$ cat src/rtl/shared_exp_scheduler.sv
// Multi-beat MX shared-exponent scheduler: folds `lanes` exponents per beat
// through a max tree into a running block maximum, then presents one result.
module shared_exp_max2 #(
  parameter int width = 8
) (
  input  logic [width-1:0] a,
  input  logic [width-1:0] b,
  output logic [width-1:0] y
);
  assign y = (a > b) ? a : b;
endmodule

module shared_exp_scheduler #(
  parameter int width     = 8,
  parameter int length    = 32,
  parameter int lanes     = 8,
  parameter int elem_emax = 0,
  localparam int BEATS    = length / lanes,
  localparam int IW       = (BEATS > 1) ? $clog2(BEATS) : 1
) (
  input  logic             i_clk,
  input  logic             i_rst,
  input  logic             i_valid,
  output logic             o_ready,
  input  logic [width-1:0] i_exps [lanes],
  output logic             o_valid,
  input  logic             i_ready,
  output logic [width-1:0] o_e_max,
  output logic [width-1:0] o_e_shared,
  output logic [IW-1:0]    o_beat_idx
);
  localparam int LV = $clog2(lanes);
  localparam logic [width-1:0] EMAX = width'(elem_emax);
  localparam logic [IW-1:0]    LAST = IW'(BEATS - 1);

  generate
    if (lanes < 1 || (lanes & (lanes - 1)) != 0) begin : g_bad_lanes
      $error("shared_exp_scheduler: lanes must be a power of two");
    end
    if ((length % lanes) != 0 || length < lanes) begin : g_bad_length
      $error("shared_exp_scheduler: length must be a multiple of lanes");
    end
    if (elem_emax < 0 || longint'(elem_emax) >= (longint'(1) << width)) begin : g_bad_emax
      $error("shared_exp_scheduler: elem_emax does not fit in width bits");
    end
  endgenerate

  // Level l of the tree holds lanes>>l partial maxima; level LV is the beat max.
  generate
    for (genvar l = 0; l <= LV; l++) begin : g_lvl
      logic [width-1:0] v [lanes >> l];
      if (l == 0) begin : g_leaf
        for (genvar i = 0; i < lanes; i++) begin : g_in
          assign v[i] = i_exps[i];
        end
      end else begin : g_node
        for (genvar i = 0; i < (lanes >> l); i++) begin : g_max
          shared_exp_max2 #(.width(width)) u_max (
            .a (g_lvl[l-1].v[2*i]),
            .b (g_lvl[l-1].v[2*i+1]),
            .y (v[i])
          );
        end
      end
    end
  endgenerate

  logic [width-1:0] beat_max, nxt_acc, nxt_shared, acc;
  logic [IW-1:0]    beat_cnt;

  typedef enum logic {ACCUM = 1'b0, OUT = 1'b1} state_t;
  state_t state;

  assign beat_max   = g_lvl[LV].v[0];
  // Beat 0 reloads so the previous block's maximum never leaks forward.
  assign nxt_acc    = (beat_cnt == '0) ? beat_max : ((acc > beat_max) ? acc : beat_max);
  assign nxt_shared = (nxt_acc > EMAX) ? nxt_acc - EMAX : '0;

  always_ff @(posedge i_clk) begin
    if (i_rst) begin
      state      <= ACCUM;
      beat_cnt   <= '0;
      acc        <= '0;
      o_e_shared <= '0;
    end else begin
      case (state)
        ACCUM: if (i_valid) begin
          acc <= nxt_acc;
          if (beat_cnt == LAST) begin
            beat_cnt   <= '0;
            o_e_shared <= nxt_shared;
            state      <= OUT;
          end else begin
            beat_cnt <= beat_cnt + IW'(1);
          end
        end
        OUT: if (i_ready) state <= ACCUM;
      endcase
    end
  end

  assign o_ready    = (state == ACCUM);
  assign o_valid    = (state == OUT);
  assign o_e_max    = acc;
  assign o_beat_idx = beat_cnt;
endmodule

$ cat config.mk
export PLATFORM = sky130hd
export DESIGN_NAME = shared_exp_scheduler
export DESIGN_NICKNAME = d
export VERILOG_FILES = /design/src/rtl/shared_exp_scheduler.sv
export SDC_FILE = /design/constraint.sdc
export NUM_CORES = 1
export LEC_CHECK = 0
export BUFFER_PORTS_ARGS = -buffer_cell sky130_fd_sc_hd__buf_2
export CAP_MARGIN = 20
export CORE_MARGIN = 2
export CORE_UTILIZATION = 54
export CTS_CLUSTER_DIAMETER = 100
export DETAILED_ROUTE_END_ITERATION = 8
export PLACE_DENSITY = 0.82
export SETUP_SLACK_MARGIN = 0.1
export SLEW_MARGIN = 20
export SYNTH_ARGS = -nofsm -noshare
export SYNTH_HDL_FRONTEND = slang
export SYNTH_SLANG_ARGS = --single-unit
export TNS_END_PERCENT = 50
$ cat constraint.sdc
create_clock -name i_clk -period 9.9 [get_ports i_clk]
set_input_delay 1.485 -clock i_clk [delete_from_list [all_inputs] [get_ports i_clk]]
set_output_delay 1.485 -clock i_clk [all_outputs]
set_load 0.05 [all_outputs]
==> results by group, run 1 <==
Final layout
  • Signed area change from the synthesized netlist to the final layout: 17.3%
  • # diodes: 0
  • Final Net Count: 631
  • Footprint of the multi-input gates: 2560 um2
  • Sequential cell area: 380 um2
  • Layout Cells excl Fill: 573
  • Share of the core filled with cells in the final layout: 0.646
  • Most common library cell in the layout ignoring fill and taps: sky130_fd_sc_hd__buf_2
  • Share of post-route cells with drive strength above 1: 0.229
  • Fill count: 519
  • Highest-count cells in the layout ignoring fill and taps: 87 x sky130_fd_sc_hd__buf_2, 64 x sky130_fd_sc_hd__ha_1, 62 x sky130_fd_sc_hd__inv_1
  • Total non-filler cell area in the finished layout: 3780 um2

Detailed routing
  • Initial DRT Pass Iterations: 5
  • Number of vias per cell after detailed routing: 5.70
  • DRC violation total after the first TritonRoute iteration: 136
  • Final antenna-violating net count: 0
  • Avg WL per Cell: 13.7 um
  • Total number of vias: 3,266
  • Detailed-route wire length: 7.86 mm
  • DRC violations left: 0

Power and ir drop
  • Internal power summed over all cells: 0.355 mW
  • Proportion of power drawn by the clock network: 0.074
  • Fraction of power consumed by sequential logic: 0.146
  • Pwr dens: 194 nW/um2
  • Proportion of total power due to net switching: 0.516
  • IR Drop Worst-Case VDD: 123 uV
  • Logic gate share of total power: 0.780
  • NetSw: 0.379 mW
  • Sum of internal, switching and leakage power: 0.734 mW
  • Pleak: 2.09 nW

Clock tree
  • H-tree levels: 1
  • Number of buffers created by CTS: 3
  • Clock edge transition at the registers on the reported setup and hold paths: 0.07 ns
  • CTS tree: done
  • Post-CTS setup-driven buffer insertion count: 0
  • Clock latency reported for the late side of the worst-skew pair: 0.26 ns
  • Maximum root-to-sink buffer count: 2
  • Clock sink count: 19
  • Hold buffers post-CTS: 0
  • Cells resized by post-CTS repair: 0
  • Clock tree root driver cell: sky130_fd_sc_hd__clkbuf_8

STA
  • Post-Route Skew: 0.00565 ns
  • Tcrit/Tclk final: 0.901
  • Setup-violating endpoint count in the final report: 0
  • Slew at the pin closest to its max-slew limit: 0.775 ns
  • Worst hold margin: 0.444 ns
  • Worst rel slew slack: 0.480
  • Achievable clock frequency: 112 MHz
  • Post-layout min period: 8.92 ns
  • Max-slew violation count: 0
  • Smallest setup slack after layout: 0.980 ns
  • Final Hold Fails: 0
  • Sum of negative setup slack: 0 ns
  • Unrepaired setup endpoints after global routing: false

Synthesis
  • Average cell area after synthesis: 7.82 um2
  • Share of async-settable or async-resettable flops after synthesis: 0
  • Dominant register cell in the synthesized netlist: sky130_fd_sc_hd__dfxtp_1
  • Sequential cell area fraction in the yosys report: 0.118
  • Post-Syn Area: 3220 um2
  • Unique masters post-synth: 57
  • Number of warning messages in the yosys log: 0
  • Cell count after synthesis: 412
  • Library cell occupying the most area in the post-synthesis netlist: sky130_fd_sc_hd__ha_1
  • Flip-flop and latch count after synthesis: 19
  • Number of enable flip-flop cells after synthesis: 0
  • Area share of the largest cell type after synthesis: 0.249
  • Total nets after synthesis: 544
  • Largest cells by area after synthesis: sky130_fd_sc_hd__ha_1 25%, sky130_fd_sc_hd__dfxtp_1 12%, sky130_fd_sc_hd__mux2i_1 11%

Setup path
  • Worst-path maximum fanout: 16
  • Number of cells on the worst reg-to-reg path: 10
  • CP endpoint kind: flop
  • Startpoint class of the critical path: primary input
  • Kind of critical path: primary input to flop
  • CP top delay family: compound AO/OA/AOI/OAI gates
  • Buf/Inv on CP: 4
  • Cell mode on critical path: sky130_fd_sc_hd__a21oi_1
  • Critical Path Slowest Stage Cell: sky130_fd_sc_hd__nor2b_1
  • Count of cell instances traversed by the critical path: 36
  • Biggest cell delay along the critical path: 0.48 ns
  • Data required time at the worst endpoint: 10.05 ns
  • Arr. time, crit path: 9.07 ns

Placed design
  • Final weighted congestion in routability-driven placement: 0.933
  • Pre-CTS WS: 0.785 ns
  • HPWL after DPL: 6.83 mm
  • DP Area: 3730 um2
  • Port buffer count: 87
  • DP Cell Count: 569

Floorplanning
  • I/O pin count: 88
  • Core box area: 5850 um2
  • Overall die width: 81.2 um
  • Die Ht: 81.2 um
  • Initial core utilization: 0.551
  • Row cnt: 28
  • Area of the die: 6600 um2

Hold path
  • Cells on Worst Hold Path: 2
  • Worst hold path type: flop to flop

GRT
  • Maximum number of pins on one net before global-route repair: 17
  • Global route total overflow: 0
  • Overall fraction of global-route tracks in use: 0.236
  • Antenna violations before repair: 0
  • Number of global-route vias before repair: 3,044
  • Global-route wire length before repair: 12.6 mm

Job
  • Max-cap violations: 0

Run status
  • Outcome: complete, no violations
metal layers:
layer	vias up	GRT usage	part of all wire
met5	-	0	0
met4	0	0.0508	0.0060
met3	6	0.0300	0.048
met2	92	0.453	0.52
met1	1492	0.276	0.43
li1	1676	-	-
cell usage after synthesis, types with 5 or more instances:
cell type,count
sky130_fd_sc_hd__a21o_1,13
sky130_fd_sc_hd__a21oi_1,28
sky130_fd_sc_hd__clkbuf_1,5
sky130_fd_sc_hd__dfxtp_1,19
sky130_fd_sc_hd__ha_1,64
sky130_fd_sc_hd__inv_1,62
sky130_fd_sc_hd__mux2i_1,35
sky130_fd_sc_hd__nand2_1,35
sky130_fd_sc_hd__nand3_1,6
sky130_fd_sc_hd__nand4_1,7
sky130_fd_sc_hd__nor2_1,14
sky130_fd_sc_hd__nor2b_1,9
sky130_fd_sc_hd__nor3_1,5
sky130_fd_sc_hd__o21a_1,5
sky130_fd_sc_hd__o21ai_0,17
sky130_fd_sc_hd__o21ai_1,16
sky130_fd_sc_hd__o221a_2,6
sky130_fd_sc_hd__o22a_1,6
power groups by stage:
| stage | Sequential (mW) | Combinational, mW | Clock (mW) |
|---|---|---|---|
| finish | 0.107 | 0.572 | 0.0544 |
| global route | 0.109 | 0.634 | 0.0587 |
| CTS | 0.107 | 0.571 | 0.0559 |
| detailed placement | 0.109 | 0.568 | 0 |
| global placement | 0.109 | 0.546 | 0 |
| floorplan | 0.158 | 0.400 | 0 |
cell type report:
cell class	count	share of cell area
multi-input combinational	322	0.677
inverter	62	0.0616
timing repair buffer	91	0.123
tap	75	0.0248
sequential	19	0.101
clock buffer	3	0.0109
clock inverter	1	0.00132
sequential cells by signal (all words and copies together), names as in the netlist:
register and flops:
o_e_shared 8, o_e_max 8, o_valid 1, o_beat_idx 2
kinds of logic (layout without fill, tap and decap cells):
family,Yosys count,after routing,synth area share
AOI/OAI and AO/OA,130,130,0.290
and+or+nand+nor,91,91,0.140
buffers and inverters,71,157,0.0874
adders and majority gates,64,64,0.249
muxes,36,36,0.113
DFF,19,19,0.118
xor gates and xnor gates,1,1,0.00272
path summary, 6_finish.rpt:
path                 startpoint  slack, ns            end
hold / removal    o_e_shared[6]       0.44  o_e_shared[6]
setup / recovery     i_exps[17]       0.98     o_e_max[0]
hold reg to reg   o_e_shared[6]       0.44  o_e_shared[6]
setup reg to reg     o_e_max[1]       7.70     o_e_max[0]
worst min-delay path: stages (launching register included):
cell and delay, ns:
sky130_fd_sc_hd__dfxtp_1 0.31, sky130_fd_sc_hd__nand2_1 0.05, sky130_fd_sc_hd__o21ai_1 0.05
Note: power is estimated with default switching activity, not from simulation.
==> run 2, diff against run 1 <==
--- a/config.mk
+++ b/config.mk
@@ -7,6 +7,7 @@
 export LEC_CHECK = 0
 export BUFFER_PORTS_ARGS = -buffer_cell sky130_fd_sc_hd__buf_2
 export CAP_MARGIN = 20
+export CORE_ASPECT_RATIO = 0.7
 export CORE_MARGIN = 2
 export CORE_UTILIZATION = 54
 export CTS_CLUSTER_DIAMETER = 100
==> results by group, run 2 (same netlist as run 1, synthesis figures left out) <==
Detailed routing
  • Initial DRT Pass Iterations: 4
  • Detailed-route wire length: 8.12 mm
  • DRC violation total after the first TritonRoute iteration: 154
  • Avg WL per Cell: 14.2 um
  • Total number of vias: 3,244
  • Number of vias per cell after detailed routing: 5.67
  • DRC violations left: 0
  • Final antenna-violating net count: 0

Setup path
  • Data required time at the worst endpoint: 10.05 ns
  • CP top delay family: compound AO/OA/AOI/OAI gates
  • Arr. time, crit path: 9.21 ns
  • Buf/Inv on CP: 5
  • CP endpoint kind: flop
  • Kind of critical path: primary input to flop
  • Critical Path Slowest Stage Cell: sky130_fd_sc_hd__o21ai_1
  • Startpoint class of the critical path: primary input
  • Worst-path maximum fanout: 16
  • Biggest cell delay along the critical path: 0.44 ns
  • Cell mode on critical path: sky130_fd_sc_hd__a21oi_1

Clock tree
  • Clock edge transition at the registers on the reported setup and hold paths: 0.07 ns
  • Hold buffers post-CTS: 0
  • Cells resized by post-CTS repair: 0
  • CTS tree: done
  • Clock tree root driver cell: sky130_fd_sc_hd__clkbuf_8
  • Number of buffers created by CTS: 3
  • Maximum root-to-sink buffer count: 2
  • Post-CTS setup-driven buffer insertion count: 0
  • Clock sink count: 19
  • H-tree levels: 1
  • Clock latency reported for the late side of the worst-skew pair: 0.25 ns

Final layout
  • Share of post-route cells with drive strength above 1: 0.227
  • Final Net Count: 630
  • Layout Cells excl Fill: 572
  • # diodes: 0
  • Total non-filler cell area in the finished layout: 3770 um2
  • Highest-count cells in the layout ignoring fill and taps: 87 x sky130_fd_sc_hd__buf_2, 64 x sky130_fd_sc_hd__ha_1, 62 x sky130_fd_sc_hd__inv_1
  • Most common library cell in the layout ignoring fill and taps: sky130_fd_sc_hd__buf_2
  • Share of the core filled with cells in the final layout: 0.655
  • Signed area change from the synthesized netlist to the final layout: 17.1%

Placed design
  • DP Cell Count: 568
  • Pre-CTS WS: 0.523 ns
  • Port buffer count: 87
  • HPWL after DPL: 7.01 mm
  • DP Area: 3720 um2
  • Final weighted congestion in routability-driven placement: 0.932

Power and ir drop
  • IR Drop Worst-Case VDD: 176 uV
  • Pwr dens: 196 nW/um2
  • Proportion of total power due to net switching: 0.520
  • Internal power summed over all cells: 0.355 mW
  • NetSw: 0.385 mW
  • Pleak: 2.08 nW
  • Logic gate share of total power: 0.781
  • Proportion of power drawn by the clock network: 0.073
  • Fraction of power consumed by sequential logic: 0.146

GRT
  • Overall fraction of global-route tracks in use: 0.253
  • Maximum number of pins on one net before global-route repair: 17
  • Number of global-route vias before repair: 3,083
  • Global-route wire length before repair: 13.5 mm
  • Global route total overflow: 0
  • Antenna violations before repair: 0

Hold path
  • Worst hold path type: flop to flop

STA
  • Post-Route Skew: 0.00446 ns
  • Max-slew violation count: 0
  • Final Hold Fails: 0
  • Smallest setup slack after layout: 0.841 ns
  • Post-layout min period: 9.06 ns
  • Setup-violating endpoint count in the final report: 0
  • Unrepaired setup endpoints after global routing: false
  • Worst rel slew slack: 0.452
  • Achievable clock frequency: 110 MHz
  • Sum of negative setup slack: 0 ns
  • Slew at the pin closest to its max-slew limit: 0.821 ns
  • Tcrit/Tclk final: 0.915

Floorplanning
  • Overall die width: 96.3 um
  • Area of the die: 6610 um2
  • Initial core utilization: 0.560
  • Core box area: 5760 um2
  • Row cnt: 23
  • I/O pin count: 88
  • Die Ht: 68.6 um

Run status
  • Outcome: complete, no violations

Job
  • Max-cap violations: 0
## run 2: cell types whose count changed in the layout (fill, tap and decap cells not counted), sizes merged
cell	change
buf	-1
clkbuf	+1
clkinv	-1
## run 2: tightest hold or removal path, stage by stage, from the launching register on
cell	delay (ns)
sky130_fd_sc_hd__dfxtp_1	0.31
sky130_fd_sc_hd__nand2_1	0.05
sky130_fd_sc_hd__o21ai_1	0.05
## run 2: per-stage QoR
stage                     power (mW)  hold slack (ns)
after floorplan                0.559            0.661
after global placement         0.658            0.438
after detailed placement       0.678            0.440
after CTS                      0.735            0.450
after global routing           0.807            0.479
final                          0.740            0.449
## run 2: final timing paths
check | startpoint | to | slack (ns) | depth (start not counted)
setup / recovery | i_exps[17] | o_e_shared[1] | 0.84 | 38
hold / removal | o_e_shared[6] | o_e_shared[6] | 0.45 | 2
setup reg to reg | o_e_max[1] | o_e_shared[1] | 7.52 | 11
hold reg to reg | o_e_shared[6] | o_e_shared[6] | 0.45 | 2
## run 2: cell type report
class | count | area (um2)
Clock buffer | 4 | 45.0
Fill cell | 503 | 1980
Inverter | 62 | 233
Multi-Input combinational cell | 322 | 2560
Sequential cell | 19 | 380
Tap cell | 75 | 93.8
Timing Repair Buffer | 90 | 458
## run 2: power groups by stage
stage	Combinational, mW	Clock (mW)	Sequential [mW]
2_1_floorplan	0.400	0	0.158
3_3_place_gp	0.549	0	0.109
3_5_place_dp	0.569	0	0.109
4_1_cts	0.573	0.0551	0.108
5_1_grt	0.638	0.0586	0.110
6_report	0.578	0.0539	0.108
## run 2: per-layer routing
layer	part of all wire	wire, um	track usage	vias to the layer above
met5	0	0	0	-
met4	0.0022	18	0.0123	0
met3	0.059	483	0.0370	4
met2	0.44	3600	0.445	94
met1	0.50	4020	0.347	1470
li1	-	-	-	1676
==> run 3, diff against run 2 <==
--- a/config.mk
+++ b/config.mk
@@ -9,13 +9,14 @@
 export CAP_MARGIN = 20
 export CORE_ASPECT_RATIO = 0.7
 export CORE_MARGIN = 2
-export CORE_UTILIZATION = 54
+export CORE_UTILIZATION = 55
 export CTS_CLUSTER_DIAMETER = 100
 export DETAILED_ROUTE_END_ITERATION = 8
-export PLACE_DENSITY = 0.82
+export PLACE_DENSITY = 0.83
 export SETUP_SLACK_MARGIN = 0.1
 export SLEW_MARGIN = 20
 export SYNTH_ARGS = -nofsm -noshare
 export SYNTH_HDL_FRONTEND = slang
+export SYNTH_HIERARCHICAL = 1
 export SYNTH_SLANG_ARGS = --single-unit
 export TNS_END_PERCENT = 50
==> results by group, run 3 <==
Final layout
  • Most common library cell in the layout ignoring fill and taps: sky130_fd_sc_hd__buf_2
  • Final Net Count: 591
  • Highest-count cells in the layout ignoring fill and taps: 87 x sky130_fd_sc_hd__buf_2, 67 x sky130_fd_sc_hd__inv_1, 66 x sky130_fd_sc_hd__ha_1
  • Share of post-route cells with drive strength above 1: 0.384
  • # diodes: 0
  • Signed area change from the synthesized netlist to the final layout: 16.2%
  • Fill count: 473

STA
  • Unrepaired setup endpoints after global routing: false
  • Slew at the pin closest to its max-slew limit: 0.865 ns
  • Post-Route Skew: 0.000810 ns
  • Max-slew violation count: 0
  • Post-layout min period: 7.32 ns
  • Achievable clock frequency: 137 MHz
  • Sum of negative setup slack: 0 ns
  • Worst hold margin: 0.515 ns
  • Tcrit/Tclk final: 0.740
  • Final Hold Fails: 0
  • Worst rel slew slack: 0.421
  • Setup-violating endpoint count in the final report: 0

Synthesis
  • Dominant cell by count in the synthesized netlist: sky130_fd_sc_hd__inv_1
  • Flip-flop and latch count after synthesis: 19
  • Share of synthesized cell area in and, or, nand and nor gates: 0.149
  • Dominant register cell in the synthesized netlist: sky130_fd_sc_hd__dfxtp_1
  • Post-Syn Area: 3300 um2
  • Average cell area after synthesis: 8.90 um2
  • Unique masters post-synth: 32
  • Area share of the largest cell type after synthesis: 0.250
  • Number of warning messages in the yosys log: 6
  • Commonest cells in the synthesized netlist: 67 x sky130_fd_sc_hd__inv_1, 66 x sky130_fd_sc_hd__ha_1, 56 x sky130_fd_sc_hd__mux2_2, 24 x sky130_fd_sc_hd__a21oi_1, 19 x sky130_fd_sc_hd__dfxtp_1
  • Largest cells by area after synthesis: sky130_fd_sc_hd__ha_1 25%, sky130_fd_sc_hd__mux2_2 19%, sky130_fd_sc_hd__dfxtp_1 12%
  • Sequential cell area fraction in the yosys report: 0.115
  • Parity-gate share of the synthesized area counting xor and xnor cells: 0.00265
  • Mux share of post-synthesis cell area: 0.215
  • Dominant combinational cell family by area after synthesis: adder cells
  • Library cell occupying the most area in the post-synthesis netlist: sky130_fd_sc_hd__ha_1
  • Adder and majority cell fraction of the synthesized area: 0.250
  • Share of async-settable or async-resettable flops after synthesis: 0
  • Share of the synthesized area in compound gates (AO/OA/AOI/OAI): 0.179
  • Cell count after synthesis: 371
  • Total nets after synthesis: 505
  • Number of enable flip-flop cells after synthesis: 0

Power and ir drop
  • NetSw: 0.281 mW
  • Internal power summed over all cells: 0.292 mW
  • Fraction of power consumed by sequential logic: 0.173
  • Proportion of total power due to net switching: 0.490
  • IR Drop Worst-Case VDD: 111 uV
  • Pleak: 2.00 nW
  • Proportion of power drawn by the clock network: 0.095
  • Logic gate share of total power: 0.732
  • Pwr dens: 149 nW/um2

Setup path
  • Number of cells on the worst reg-to-reg path: 6
  • Worst-path maximum fanout: 10
  • Launching point of the worst reg2reg path: o_e_max[7]
  • Flop2flop setup slack: 7.60 ns
  • Kind of critical path: primary input to flop
  • Data required time at the worst endpoint: 10.08 ns
  • CP endpoint kind: flop
  • Crit Reg-Reg Endpoint: o_e_max[3]
  • Startpoint class of the critical path: primary input
  • Arr. time, crit path: 7.50 ns

Floorplanning
  • Overall die width: 96.6 um
  • Row cnt: 23
  • Core box area: 5760 um2
  • Die Ht: 68.8 um
  • I/O pin count: 88
  • Initial core utilization: 0.573
  • Area of the die: 6650 um2

Detailed routing
  • Number of vias per cell after detailed routing: 5.53
  • DRC violations left: 0
  • Final antenna-violating net count: 0
  • Detailed-route wire length: 7.61 mm
  • DRC violation total after the first TritonRoute iteration: 139
  • Avg WL per Cell: 14.3 um
  • Initial DRT Pass Iterations: 4
  • Total number of vias: 2,937

GRT
  • Met3 routing resource usage after global routing: 0.0337
  • Busiest layer in global routing: met2
  • Number of global-route vias before repair: 2,882
  • Global route total overflow: 0
  • Met1 usage: 0.322
  • Global-route wire length before repair: 12.9 mm
  • Maximum number of pins on one net before global-route repair: 21
  • Antenna violations before repair: 0
  • Met2 Use GR: 0.431
  • Overall fraction of global-route tracks in use: 0.242

Clock tree
  • Clock sink count: 19
  • Hold buffers post-CTS: 0
  • Number of buffers created by CTS: 3
  • Post-CTS setup-driven buffer insertion count: 0
  • Maximum root-to-sink buffer count: 2
  • H-tree levels: 1
  • Clock latency reported for the late side of the worst-skew pair: 0.25 ns
  • CTS tree: done
  • Clock edge transition at the registers on the reported setup and hold paths: 0.07 ns
  • Cells resized by post-CTS repair: 0
  • Clock tree root driver cell: sky130_fd_sc_hd__clkbuf_8

Hold path
  • Startpoint of the most critical hold path: o_e_max[0]
  • Cells on Worst Hold Path: 2
  • Worst hold path type: flop to flop
  • WHS Endpoint: o_e_max[0]

Placed design
  • Final weighted congestion in routability-driven placement: 0.842
  • Port buffer count: 87
  • HPWL after DPL: 6.62 mm

Job
  • Max-cap violations: 0

Run status
  • Outcome: complete, no violations
run 3: cell types whose count changed in the layout (fill, tap and decap cells not counted), sizes merged, moves of 9 or more:
cell | previous run | this run
nand4 | 7 | 16
nand2 | 35 | 15
mux2 | 1 | 56
nor2 | 15 | 4
a21o | 14 | 2
o21ai | 34 | 7
mux2i | 35 | 8
nand2b | 1 | 17
run 3: cell type report:
cell class	instances	area, um2	area share
Sequential cell	19	380	0.0992
Clock buffer	4	45.0	0.0117
Multi-Input combinational cell	279	2630	0.685
Inverter	67	251	0.0656
Timing Repair Buffer	87	435	0.114
Tap cell	75	93.8	0.0245
run 3: metal layers:
layer / vias up / wire (um)
met5: - / 0
met4: 0 / 80
met3: 10 / 331
met2: 59 / 3620
met1: 1371 / 3570
li1: 1497 / -
run 3: worst max-delay path by stage:
stage / startpoint / end / slack, ns / cells after the start
finish: i_exps[49] / o_e_max[3] / 2.58 / 26
global route: i_exps[1] / o_e_max[3] / 2.16 / 28
CTS: i_exps[49] / o_e_max[4] / 2.60 / 27
detailed placement: i_exps[49] / o_e_max[3] / 2.35 / 27
global placement: i_exps[25] / o_e_max[0] / 2.58 / 27
floorplan: i_exps[49] / o_e_shared[1] / 3.09 / 27
run 3: power groups by stage:
stage	registers (mW)	logic, mW	clock network, mW
2_1_floorplan	0.136	0.289	0
3_3_place_gp	0.101	0.395	0
3_5_place_dp	0.101	0.415	0
4_1_cts	0.0995	0.417	0.0550
5_1_grt	0.101	0.460	0.0591
6_report	0.0994	0.419	0.0545
run 3: per-stage QoR:
step	instance area, um2	setup WS (ns)	utilization	total power [mW]	std cells
after global placement	3790	2.58	0.658	0.495	527
after detailed placement	3790	2.35	0.658	0.516	527
after floorplan	3300	3.09	-	0.425	371
after global routing	3830	2.16	0.666	0.621	531
final	3830	2.58	0.666	0.573	531
after CTS	3830	2.60	0.666	0.571	531
run 3: cell families after synthesis:
| kind of cell | after synthesis |
|---|---|
| compound gates | 66 |
| xor+xnor | 1 |
| fa+ha+maj | 66 |
| buf+inv | 73 |
| flops | 19 |
| mux | 64 |
| simple gates | 82 |
run 3: critical path, stage by stage:
cell                       delay [ns]
sky130_fd_sc_hd__buf_2           0.10
sky130_fd_sc_hd__inv_1           0.04
sky130_fd_sc_hd__ha_1            0.27
sky130_fd_sc_hd__nor2b_1         0.14
sky130_fd_sc_hd__o211ai_2        0.14
sky130_fd_sc_hd__a21oi_2         0.09
sky130_fd_sc_hd__o22ai_4         0.26
sky130_fd_sc_hd__mux2_2          0.39
sky130_fd_sc_hd__ha_1            0.31
sky130_fd_sc_hd__nor2b_1         0.15
sky130_fd_sc_hd__o211ai_2        0.14
sky130_fd_sc_hd__a21oi_2         0.09
sky130_fd_sc_hd__o22ai_4         0.27
sky130_fd_sc_hd__mux2_2          0.41
sky130_fd_sc_hd__ha_1            0.33
sky130_fd_sc_hd__a21oi_1         0.16
sky130_fd_sc_hd__o21ai_0         0.17
sky130_fd_sc_hd__o22ai_4         0.28
sky130_fd_sc_hd__mux2_2          0.41
sky130_fd_sc_hd__inv_1           0.06
sky130_fd_sc_hd__ha_1            0.26
sky130_fd_sc_hd__a41o_1          0.26
sky130_fd_sc_hd__a21oi_2         0.12
sky130_fd_sc_hd__nor3_2          0.12
sky130_fd_sc_hd__nor3b_2         0.75
sky130_fd_sc_hd__mux2i_1         0.28
